`src/rtl/ex_wb_stage.sv`:
```
// EX/WB pipeline register for the 3-stage MIPS core. ALU results pass through in one
// cycle. Loads wait on a memory ready handshake, stall upstream, and abort on timeout.
module ex_wb_stage #(
    parameter int DATA_W      = 32,
    parameter int MEM_TIMEOUT = 15
) (
    input  logic              clk,
    input  logic              rst,
    input  logic              ex_valid,
    input  logic [4:0]        ex_regWr,
    input  logic              ex_reg_write,
    input  logic              ex_mem_read,
    input  logic [DATA_W-1:0] ex_alu_result,
    input  logic              flush,
    input  logic [DATA_W-1:0] mem_rdata,
    input  logic              mem_ready,
    output logic              stall_out,
    output logic              wb_valid,
    output logic [4:0]        registerWr,
    output logic              wb_reg_write,
    output logic [DATA_W-1:0] wb_data,
    output logic              fwd_valid,
    output logic              mem_error
);

    typedef enum logic {
        ST_RUN      = 1'b0,
        ST_WAIT_MEM = 1'b1
    } state_e;

    localparam logic [7:0] TIMEOUT_LAST = 8'(MEM_TIMEOUT - 1);

    state_e              state_q, state_d;
    logic [7:0]          cnt_q, cnt_d;
    logic                wb_valid_q, wb_valid_d;
    logic [4:0]          reg_wr_q, reg_wr_d;
    logic                wb_reg_write_q, wb_reg_write_d;
    logic [DATA_W-1:0]   wb_data_q, wb_data_d;
    logic                mem_error_q, mem_error_d;
    logic [4:0]          ld_dest_q, ld_dest_d;
    logic                ld_we_q, ld_we_d;

    logic eff_write;
    logic timeout_hit;

    // Writes to $zero are dropped here so downstream never sees them.
    assign eff_write   = ex_reg_write & (ex_regWr != 5'd0);
    assign timeout_hit = (cnt_q == TIMEOUT_LAST);

    always_comb begin
        // NOTE: every next-state signal gets a default first so no path infers a latch.
        state_d        = state_q;
        cnt_d          = cnt_q;
        wb_valid_d     = 1'b0;
        reg_wr_d       = 5'd0;
        wb_reg_write_d = 1'b0;
        wb_data_d      = wb_data_q;
        mem_error_d    = mem_error_q;
        ld_dest_d      = ld_dest_q;
        ld_we_d        = ld_we_q;

        unique case (state_q)
            ST_RUN: begin
                if (ex_valid && !flush) begin
                    if (ex_mem_read) begin
                        ld_dest_d = eff_write ? ex_regWr : 5'd0;
                        ld_we_d   = eff_write;
                        cnt_d     = 8'd0;
                        state_d   = ST_WAIT_MEM;
                    end else begin
                        wb_valid_d     = 1'b1;
                        wb_data_d      = ex_alu_result;
                        reg_wr_d       = eff_write ? ex_regWr : 5'd0;
                        wb_reg_write_d = eff_write;
                    end
                end
            end
            ST_WAIT_MEM: begin
                // flush beats mem_ready; mem_ready beats the timeout on the same cycle.
                if (flush) begin
                    state_d = ST_RUN;
                end else if (mem_ready) begin
                    wb_valid_d     = 1'b1;
                    wb_data_d      = mem_rdata;
                    reg_wr_d       = ld_dest_q;
                    wb_reg_write_d = ld_we_q;
                    state_d        = ST_RUN;
                end else if (timeout_hit) begin
                    mem_error_d = 1'b1;
                    state_d     = ST_RUN;
                end else begin
                    cnt_d = cnt_q + 8'd1;
                end
            end
            default: state_d = ST_RUN;
        endcase
    end

    // NOTE: sequential state uses non-blocking assignments only, so every register
    // samples the pre-edge values regardless of statement order.
    always_ff @(posedge clk or posedge rst) begin
        if (rst) begin
            state_q        <= ST_RUN;
            cnt_q          <= 8'd0;
            wb_valid_q     <= 1'b0;
            reg_wr_q       <= 5'd0;
            wb_reg_write_q <= 1'b0;
            wb_data_q      <= '0;
            mem_error_q    <= 1'b0;
            ld_dest_q      <= 5'd0;
            ld_we_q        <= 1'b0;
        end else begin
            state_q        <= state_d;
            cnt_q          <= cnt_d;
            wb_valid_q     <= wb_valid_d;
            reg_wr_q       <= reg_wr_d;
            wb_reg_write_q <= wb_reg_write_d;
            wb_data_q      <= wb_data_d;
            mem_error_q    <= mem_error_d;
            ld_dest_q      <= ld_dest_d;
            ld_we_q        <= ld_we_d;
        end
    end

    // Stall drops on the timeout cycle so EX can advance while the load is aborted.
    assign stall_out    = (state_q == ST_WAIT_MEM) & ~mem_ready & ~flush & ~timeout_hit;
    assign wb_valid     = wb_valid_q;
    assign registerWr   = reg_wr_q;
    assign wb_reg_write = wb_reg_write_q;
    assign wb_data      = wb_data_q;
    assign fwd_valid    = wb_valid_q & wb_reg_write_q;
    assign mem_error    = mem_error_q;

endmodule
```
`config.mk`:
```
export PLATFORM = sky130hd
export DESIGN_NAME = ex_wb_stage
export DESIGN_NICKNAME = d
export VERILOG_FILES = /design/src/rtl/ex_wb_stage.sv
export SDC_FILE = /design/constraint.sdc
export NUM_CORES = 1
export LEC_CHECK = 0
export ABC_AREA = 1
export CAP_MARGIN = 0
export CORE_ASPECT_RATIO = 1.1
export CORE_MARGIN = 1
export CORE_UTILIZATION = 46
export CTS_CLUSTER_DIAMETER = 40
export CTS_CLUSTER_SIZE = 14
export DETAILED_ROUTE_END_ITERATION = 12
export MAX_ROUTING_LAYER = met4
export PLACE_DENSITY = 0.85
export SLEW_MARGIN = 25
export SYNTH_ARGS = -nofsm -noshare
export SYNTH_HDL_FRONTEND = slang
export SYNTH_SLANG_ARGS = --single-unit
export TNS_END_PERCENT = 10
```
`constraint.sdc`:
```
create_clock -name clk -period 5.41 [get_ports clk]
set_clock_uncertainty 0.2 [all_clocks]
set_input_delay 0.541 -clock clk [delete_from_list [all_inputs] [get_ports clk]]
set_output_delay 0.541 -clock clk [all_outputs]
set_load 0.005 [all_outputs]
```
==> flow_summary.yaml, run 1 <==
cts:
  cts_max_path_buffers: 2
  cts_tree: "built"
  cts_buffers: 5
  cts_setup_buffers: 0
  cts_hold_buf: 0
  clk_latency_ns: 0.30
  cts-root-buf: "clkbuf_8"
  cts.repair.resized: 0
  clkSinkCount: 55
  cts_max_level: 2
  path_clk_slew_ns: 0.09
cells_and_area:
  regArea_um2: 1380
  syn2layout_area_growth_pct: 43.4
  fin_util_pct: 69.9
  fillers: 496
  diodes: 0
  nets: 575
  multi_input_area_um2: 1270
  final_layout_size_suffix_gt1_share_pct: 4.02
power:
  finalPower_w: 0.00106
  power_density_nw_per_um2: 258
  p_leak_nw: 2.04
  irDropWorstVdd_mv: 0.136
worst_setup_path:
  r2r_slack_ns: 2.82
  reg2reg_from: "state_q"
  cp_data_required_time_ns: 4.67
  crit_arrival_ns: 2.06
  path_max_fanout: 12
  reg2reg_depth: 5
  critPathCaptureType: "primary output"
  r2r_end: "wb_data[1]"
  cp-start-kind: "flip-flop"
  critPathKind: "flip-flop to primary output"
floorplanning:
  core_area_um2: 5880
  start_util_pct: 48.7
  ios: 118
  die_x_um: 77.3
  row_count: 29
  dieArea_um2: 6550
  die_h_um: 84.8
timing:
  rsz0062_at_grt: "false"
  setup_violations: 0
  fin_crit_ns: 2.80
  final.setup.tns_ns: 0
  max_freq_mhz: 357
  worstMarginPinSlew_ns: 0.828
  final_hold_viol_count: 0
  postLayoutSetupSlackWorst_ns: 2.61
  fin_crit_sh_pct: 51.8
  drv_slew: 0
  slew_headroom_pct: 44.7
global_route:
  gr-total-overflow: 0
  antenna_found_initial: 0
  grt_max_degree: 56
  grt_pass1_vias: 2692
  track_usage_pct: 24.2
  grt_pass1_wl_um: 12200
detailed_routing:
  totalWireLength_um: 7420
  drt-initial-drc-count: 141
  drtPass1Iterations: 4
  via_per_inst: 4.92
  wl_per_cell_um: 12.9
  final_antenna_net_count: 0
  drc_errors: 0
  dr_total_vias: 2831
synthesis:
  yosysWarningCount: 0
  syn-cell-area_um2: 2870
  avgSynthCellArea_um2: 7.31
  syn_nets: 470
  ys_ff_latch: 55
  syn_inst: 392
  yosys.cell_types.count: 26
  ys_seq_area_share_pct: 48.0
placement:
  place_ws_ns: 2.58
  numPortBuffers: 117
  place.gp.congestion: 0.847
  hpwl_um: 5310
outcome:
  outcome: "complete, no violations"
job:
  maxCapViolations: 0
hold_path:
  hp-start: "mem_error"
  min_path_type: "flip-flop to flip-flop"
  holdPathStages: 1
  holdPathEnd: "mem_error"
[sequential cells by signal, summed over array words and instances, names as in the netlist]
signal / cells
cnt_q: 8
ld_dest_q: 5
ld_we_q: 1
mem_error: 1
registerWr: 5
state_q: 1
wb_data: 32
wb_reg_write: 1
wb_valid: 1
[per-stage QoR]
stage,cell area (um^2),cells,hold slack [ns]
floorplan,2870,392,0.251
global placement,4010,567,0.238
detailed placement,4010,567,0.251
CTS,4110,575,0.272
global route,4110,575,0.287
finish,4110,575,0.264
[worst max path at each step]
stage              start          to  slack [ns]  cells after the start
2_1_floorplan        rst    cnt_q[0]        3.33                      1
5_1_grt         cnt_q[0]   stall_out        2.46                      6
6_report        cnt_q[0]   stall_out        2.61                      6
4_1_cts         cnt_q[0]   stall_out        2.59                      6
3_5_place_dp   mem_ready  wb_data[1]        2.58                      5
3_3_place_gp   mem_ready   stall_out        2.63                      5
[cells by family (layout without fill, tap and decap cells)]
kind of cell	Yosys count	in the layout	share of synthesized area (%)
adders and majority gates	2	2	0.873
and+or+nand+nor	275	275	39.8
buffers and inverters	42	148	7.60
AOI/OAI and AO/OA	17	17	3.36
xor gates and xnor gates	1	1	0.306
DFF	55	55	48.0
[per-layer routing]
layer  track usage [%]  wire, um
met5                 -         0
met1              27.2      3010
met2              43.0      3880
met4              9.61       144
met3              3.48       387
[worst max-delay path, cell delays in order (launching register included)]
cell and delay [ns]:
dfrtp_1 0.44, inv_1 0.10, ha_1 0.14, nand3_1 0.11, o21ai_2 0.44, inv_1 0.08, clkdlybuf4s50_1 0.45
[synth_stat cells (all sizes together)]
library cell / number / area, um^2
nor2: 18 / 75.1
nand3: 49 / 255
o21ai: 12 / 63.8
clkbuf: 4 / 15.0
o22ai: 4 / 25.0
nor3: 1 / 10.0
buf: 17 / 119
dfrtp: 55 / 1380
a21o: 1 / 7.51
nand3b: 1 / 7.51
nand4: 1 / 12.5
nand2: 204 / 773
inv: 21 / 83.8
ha: 2 / 25.0
nor3b: 1 / 7.51
xor2: 1 / 8.76
[power by group]
| group | internal, W | switching, W |
|---|---|---|
| combinational | 0.000184 | 0.000124 |
| sequential | 0.000475 | 0.0000380 |
| clock | 0.000105 | 0.000133 |
| total | 0.000764 | 0.000295 |
[area by class of cell]
cell class	count	area share [%]
Tap cell	77	2.34
Timing Repair Buffer	119	28.9
Sequential cell	55	33.5
Multi-Input combinational cell	295	30.9
Clock inverter	1	0.213
Clock buffer	7	2.10
Inverter	21	2.04
[layout by cell type (no fill, tap or decap)]
cell	Yosys	final
a21o_1	1	1
buf_4	4	2
clkbuf_1	4	1
clkbuf_8	0	6
clkdlybuf4s50_1	0	117
clkinv_4	0	1
dfrtp_1	55	55
ha_1	2	2
inv_1	18	17
inv_2	1	2
inv_4	2	2
nand2_1	203	203
nand2_4	1	1
nand3_1	47	47
nand3_2	2	2
nand3b_1	1	1
nand4_2	1	1
nor2_1	17	17
nor2_4	1	1
nor3_2	1	1
nor3b_1	1	1
o21ai_0	8	8
o21ai_1	3	3
o21ai_2	1	1
o22ai_1	4	4
xor2_1	1	1
Power figures use the tool's default switching activity.
==> run 2: changes to the inputs <==
--- a/config.mk
+++ b/config.mk
@@ -9,12 +9,12 @@
 export CAP_MARGIN = 0
 export CORE_ASPECT_RATIO = 1.1
 export CORE_MARGIN = 1
-export CORE_UTILIZATION = 46
+export CORE_UTILIZATION = 39
 export CTS_CLUSTER_DIAMETER = 40
 export CTS_CLUSTER_SIZE = 14
 export DETAILED_ROUTE_END_ITERATION = 12
 export MAX_ROUTING_LAYER = met4
-export PLACE_DENSITY = 0.85
+export PLACE_DENSITY = 0.77
 export SLEW_MARGIN = 25
 export SYNTH_ARGS = -nofsm -noshare
 export SYNTH_HDL_FRONTEND = slang
==> constraint.sdc (replaced) <==
create_clock -name clk -period 2.45 [get_ports clk]
set_clock_uncertainty 0.2 [all_clocks]
set_input_delay 0.245 -clock clk [delete_from_list [all_inputs] [get_ports clk]]
set_output_delay 0.245 -clock clk [all_outputs]
set_load 0.005 [all_outputs]
==> run 2 against run 1 <==
Compared with the run above:
- non-clock buffer count is 6 higher
- sequential power up 120%
- setup slack got worse by 2.4 ns
- via count down 0.32%
- critical endpoint unchanged
==> flow_summary.yaml, run 2 (synthesis results as in run 1) <==
hold_path:
  min_path_type: "input port to async pin"
worst_setup_path:
  critPathMaxStageDelay_ns: 0.44
  path_max_fanout: 6
  reg2reg_from: "cnt_q[0]"
  cp-start-kind: "flip-flop"
  path_common_cell: "inv_1"
  r2r_end: "cnt_q[4]"
  critPathCaptureType: "primary output"
  reg2reg_depth: 8
  crit_chain: "inv_1 -> ha_1 -> nand3_1 -> o21ai_2 -> inv_1 -> clkdlybuf4s50_1"
  slowest_stage: "dfrtp_1"
  critPathKind: "flip-flop to primary output"
  r2r_slack_ns: 0.62
  cp_data_required_time_ns: 2.01
  crit_arrival_ns: 1.78
floorplanning:
  ios: 118
  dieArea_um2: 7690
  core_area_um2: 7050
  die_x_um: 83.7
  row_count: 32
  start_util_pct: 40.7
  die_h_um: 91.9
cts:
  cts_tree: "built"
  cts.repair.resized: 0
  cts_buffers: 5
  path_clk_slew_ns: 0.10
  cts_setup_buffers: 0
  cts_max_path_buffers: 2
  cts_hold_buf: 0
  clkSinkCount: 55
  clk_latency_ns: 0.30
  cts-root-buf: "clkbuf_8"
  cts_max_level: 2
global_route:
  grt_pass1_wl_um: 12300
  grt_max_degree: 34
  track_usage_pct: 20.2
  grt_pass1_vias: 2651
  gr-total-overflow: 0
  antenna_found_initial: 0
power:
  p_leak_nw: 2.08
  clkPwrFrac_pct: 25.9
  switchingPower_w: 0.000652
  p_sw_share_pct: 26.6
  pwr-share-comb_pct: 27.9
  irDropWorstVdd_mv: 0.305
  p_seq_share_pct: 46.2
  power_density_nw_per_um2: 583
  intPower_w: 0.00180
cells_and_area:
  fillers: 652
  layout_common_cells: "nand2_1 (203), clkdlybuf4s50_1 (117), dfrtp_1 (55), nand3_1 (47)"
  multi_input_area_um2: 1270
  fin_cells: 589
  largest_reg_flops: 32
  layout.cells.most_common: "nand2_1"
  final_layout_size_suffix_gt1_share_pct: 5.36
  nets: 581
  regArea_um2: 1380
  syn2layout_area_growth_pct: 46.7
  diodes: 0
timing:
  max_freq_mhz: 449
  fin_crit_sh_pct: 90.8
  worstMarginPinSlew_ns: 0.450
  drv_slew: 0
  fin_crit_ns: 2.23
  slew_headroom_pct: 69.9
  final_hold_viol_count: 0
  setup_violations: 0
  rsz0062_at_grt: "false"
  final.setup.tns_ns: 0
detailed_routing:
  final_antenna_net_count: 0
  top_layer: "met4"
  met3WireLength_um: 291
  drtPass1Iterations: 4
  drc_errors: 0
  totalWireLength_um: 7370
  drt-met1-wl_um: 3160
  drt-initial-drc-count: 121
  via_per_inst: 4.79
  wl_met2_um: 3800
  wl_per_cell_um: 12.5
  dr_total_vias: 2822
job:
  maxCapViolations: 0
placement:
  numPortBuffers: 117
  hpwl_um: 5540
  place.gp.congestion: 0.840
  place_inst: 581
outcome:
  outcome: "complete, no violations"
-- run 2: per-stage QoR --
step | hold slack, ns | util, % | area (um^2) | power, W | setup WS [ns]
after floorplan | 0.210 | - | 2870 | 0.00140 | 0.662
after global placement | 0.246 | 57.9 | 4080 | 0.00182 | 0.416
after detailed placement | 0.250 | 57.9 | 4080 | 0.00184 | 0.408
after CTS | 0.0671 | 59.6 | 4200 | 0.00248 | 0.195
after global routing | 0.0919 | 59.6 | 4200 | 0.00259 | 0.119
final | 0.0593 | 59.6 | 4200 | 0.00245 | 0.225
-- run 2: power by group through the flow --
stage                     combinational (W)  sequential, W  clock (W)
final                              0.000684        0.00113   0.000634
after global routing               0.000757        0.00115   0.000677
after floorplan                    0.000247        0.00115          0
after CTS                          0.000697        0.00113   0.000652
after detailed placement           0.000693        0.00115          0
after global placement             0.000678        0.00114          0
-- run 2: worst max-delay path by stage --
stage          startpoint   endpoint  slack, ns  depth (start not counted)
6_report         cnt_q[0]  stall_out       0.22                          6
2_1_floorplan         rst   cnt_q[0]       0.66                          1
3_3_place_gp        flush  stall_out       0.42                          5
3_5_place_dp        flush  stall_out       0.41                          5
4_1_cts          cnt_q[0]  stall_out       0.20                          6
5_1_grt          cnt_q[0]  stall_out       0.12                          6
-- run 2: cell type report --
type	count	share of cell area, %
Clock buffer	6	1.96
Clock inverter	2	0.923
Inverter	21	1.99
Multi-Input combinational cell	295	30.2
Sequential cell	55	32.7
Tap cell	85	2.53
Timing Repair Buffer	125	29.6
-- run 2: layer usage --
layer | GRT usage, % | vias up
met3 | 2.52 | 8
met4 | 4.80 | 0
met5 | - | -
met1 | 25.3 | 1296
met2 | 35.1 | 77
li1 | - | 1441
-- run 2: worst max-delay path, delay by kind of cell, from the launching register on --
kind	cells	cell delay (ns)
AND/OR/NAND/NOR	1	0.11
flip-flops	1	0.44
adder cells (fa/ha/maj)	1	0.15
buffers and inverters	3	0.59
AO/OA/AOI/OAI	1	0.18
==> run 3: changes to the inputs <==
--- a/config.mk
+++ b/config.mk
@@ -7,11 +7,11 @@
 export LEC_CHECK = 0
 export ABC_AREA = 1
 export CAP_MARGIN = 0
-export CORE_ASPECT_RATIO = 1.1
+export CORE_ASPECT_RATIO = 0.75
 export CORE_MARGIN = 1
 export CORE_UTILIZATION = 39
 export CTS_CLUSTER_DIAMETER = 40
-export CTS_CLUSTER_SIZE = 14
+export CTS_CLUSTER_SIZE = 12
 export DETAILED_ROUTE_END_ITERATION = 12
 export MAX_ROUTING_LAYER = met4
 export PLACE_DENSITY = 0.77
==> run 3 against run 2 <==
Compared with the run above:
- count of clock-buffer cells in the layout down 1
- utilization rose by 0.21 points
- via count fell by 0.57%
- setup slack better by 0.0032 ns
- final area shrank 0.86%
- routed wire length grew 0.19%
- total power down 5.9%
- fmax rose by 0.14%
- worst hold slack improved by 0.0076 ns
- critical path depth unchanged
- first-iteration DRC count is 5.8% lower
==> flow_summary.yaml, run 3 (synthesis results as in run 1) <==
floorplanning:
  dieArea_um2: 7700
  die_x_um: 101
  ios: 118
  die_h_um: 76.2
  start_util_pct: 41.2
  core_area_um2: 6960
  row_count: 26
cells_and_area:
  nets: 580
  layout.cells.most_common: "nand2_1"
  final_layout_size_suffix_gt1_share_pct: 5.17
  layout_common_cells: "nand2_1 (203), clkdlybuf4s50_1 (117), dfrtp_1 (55), nand3_1 (47)"
  fin_util_pct: 59.8
  fillers: 655
  diodes: 0
  largest_reg_flops: 32
  syn2layout_area_growth_pct: 45.4
cts:
  cts_max_level: 2
  cts_max_path_buffers: 2
  cts_tree: "built"
  cts_setup_buffers: 0
  cts-root-buf: "clkbuf_8"
  clkSinkCount: 55
  cts_hold_buf: 0
  cts.repair.resized: 0
  clk_latency_ns: 0.30
  path_clk_slew_ns: 0.10
  cts_buffers: 5
detailed_routing:
  drt-initial-drc-count: 114
  wl_per_cell_um: 12.3
  dr_total_vias: 2806
  final_antenna_net_count: 0
  via_per_inst: 4.67
  totalWireLength_um: 7380
  drtPass1Iterations: 4
  drc_errors: 0
timing:
  worstMarginPinSlew_ns: 0.465
  final_hold_viol_count: 0
  max_freq_mhz: 450
  postLayoutSetupSlackWorst_ns: 0.228
  drv_slew: 0
  setup_violations: 0
  fin_crit_ns: 2.22
  slew_headroom_pct: 69.0
  final.setup.tns_ns: 0
  rsz0062_at_grt: "false"
  fin_crit_sh_pct: 90.7
worst_setup_path:
  critPathCaptureType: "primary output"
  cp_data_required_time_ns: 2.01
  critPathKind: "flip-flop to primary output"
  path_max_fanout: 6
  cp-start-kind: "flip-flop"
  crit_arrival_ns: 1.78
hold_path:
  min_path_type: "input port to async pin"
global_route:
  grt_max_degree: 39
  grt_pass1_wl_um: 12300
  gr-total-overflow: 0
  track_usage_pct: 20.7
  antenna_found_initial: 0
  grt_pass1_vias: 2619
power:
  p_leak_nw: 2.05
  power_density_nw_per_um2: 554
  irDropWorstVdd_mv: 0.312
  finalPower_w: 0.00231
placement:
  hpwl_um: 5390
  place.gp.congestion: 0.869
  numPortBuffers: 117
  place_ws_ns: 0.345
job:
  maxCapViolations: 0
outcome:
  outcome: "complete, no violations"
-- run 3: cell types whose count changed in the layout (fill, tap and decap cells not counted), sizes merged --
cell      before  now
buf            8    7
clkinvlp       0    2
bufinv         1    0
inv           22   21
clkbuf         6    5
clkinv         0    1
-- run 3: routing by layer --
| layer | vias up | global-route usage (%) | share of wire, % |
|---|---|---|---|
| met5 | - | - | 0 |
| met2 | 84 | 32.5 | 45 |
| met4 | 0 | 3.33 | 0.19 |
| met3 | 2 | 4.31 | 6.5 |
| met1 | 1285 | 28.3 | 48 |
| li1 | 1435 | - | - |
-- run 3: metrics by stage --
step | std cells | hold WS (ns) | instance area, um^2
6_report | 601 | 0.0669 | 4170
5_1_grt | 601 | 0.0850 | 4170
4_1_cts | 601 | 0.0765 | 4170
3_5_place_dp | 593 | 0.248 | 4080
3_3_place_gp | 593 | 0.241 | 4080
2_1_floorplan | 392 | 0.210 | 2870
-- run 3: path summary, 6_finish.rpt --
kind	startpoint	end	slack, ns	depth (start not counted)
setup / recovery	cnt_q[0]	stall_out	0.23	6
hold / removal	rst	wb_data[17]	0.07	2
setup reg to reg	cnt_q[0]	cnt_q[6]	0.60	8
hold reg to reg	mem_error	mem_error	0.26	1
max in group asynchronous	rst	state_q	1.37	3
min in group clk	mem_error	mem_error	0.26	1
-- run 3: layout make-up --
cell class              count  area (um^2)  area share [%]
clock inverters             3         20.0           0.480
inverters                  21         83.8            2.01
well taps                  98          123            2.94
repair buffers            124         1220            29.4
clock buffers               5         68.8            1.65
flip-flops and latches     55         1380            33.0
multi-input cells         295         1270            30.5
-- run 3: report_power, final --
| part | internal [W] | total (W) | switching (W) |
|---|---|---|---|
| Clock | 0.000200 | 0.000495 | 0.000295 |
| Sequential | 0.00105 | 0.00113 | 0.0000836 |
| Combinational | 0.000409 | 0.000679 | 0.000270 |
| Total | 0.00166 | 0.00231 | 0.000649 |
-- run 3: critical path, stage by stage, from the launching register on --
cell and delay (ns):
dfrtp_1 0.44, inv_1 0.10, ha_1 0.14, nand3_1 0.11, o21ai_2 0.19, inv_1 0.05, clkdlybuf4s50_1 0.44
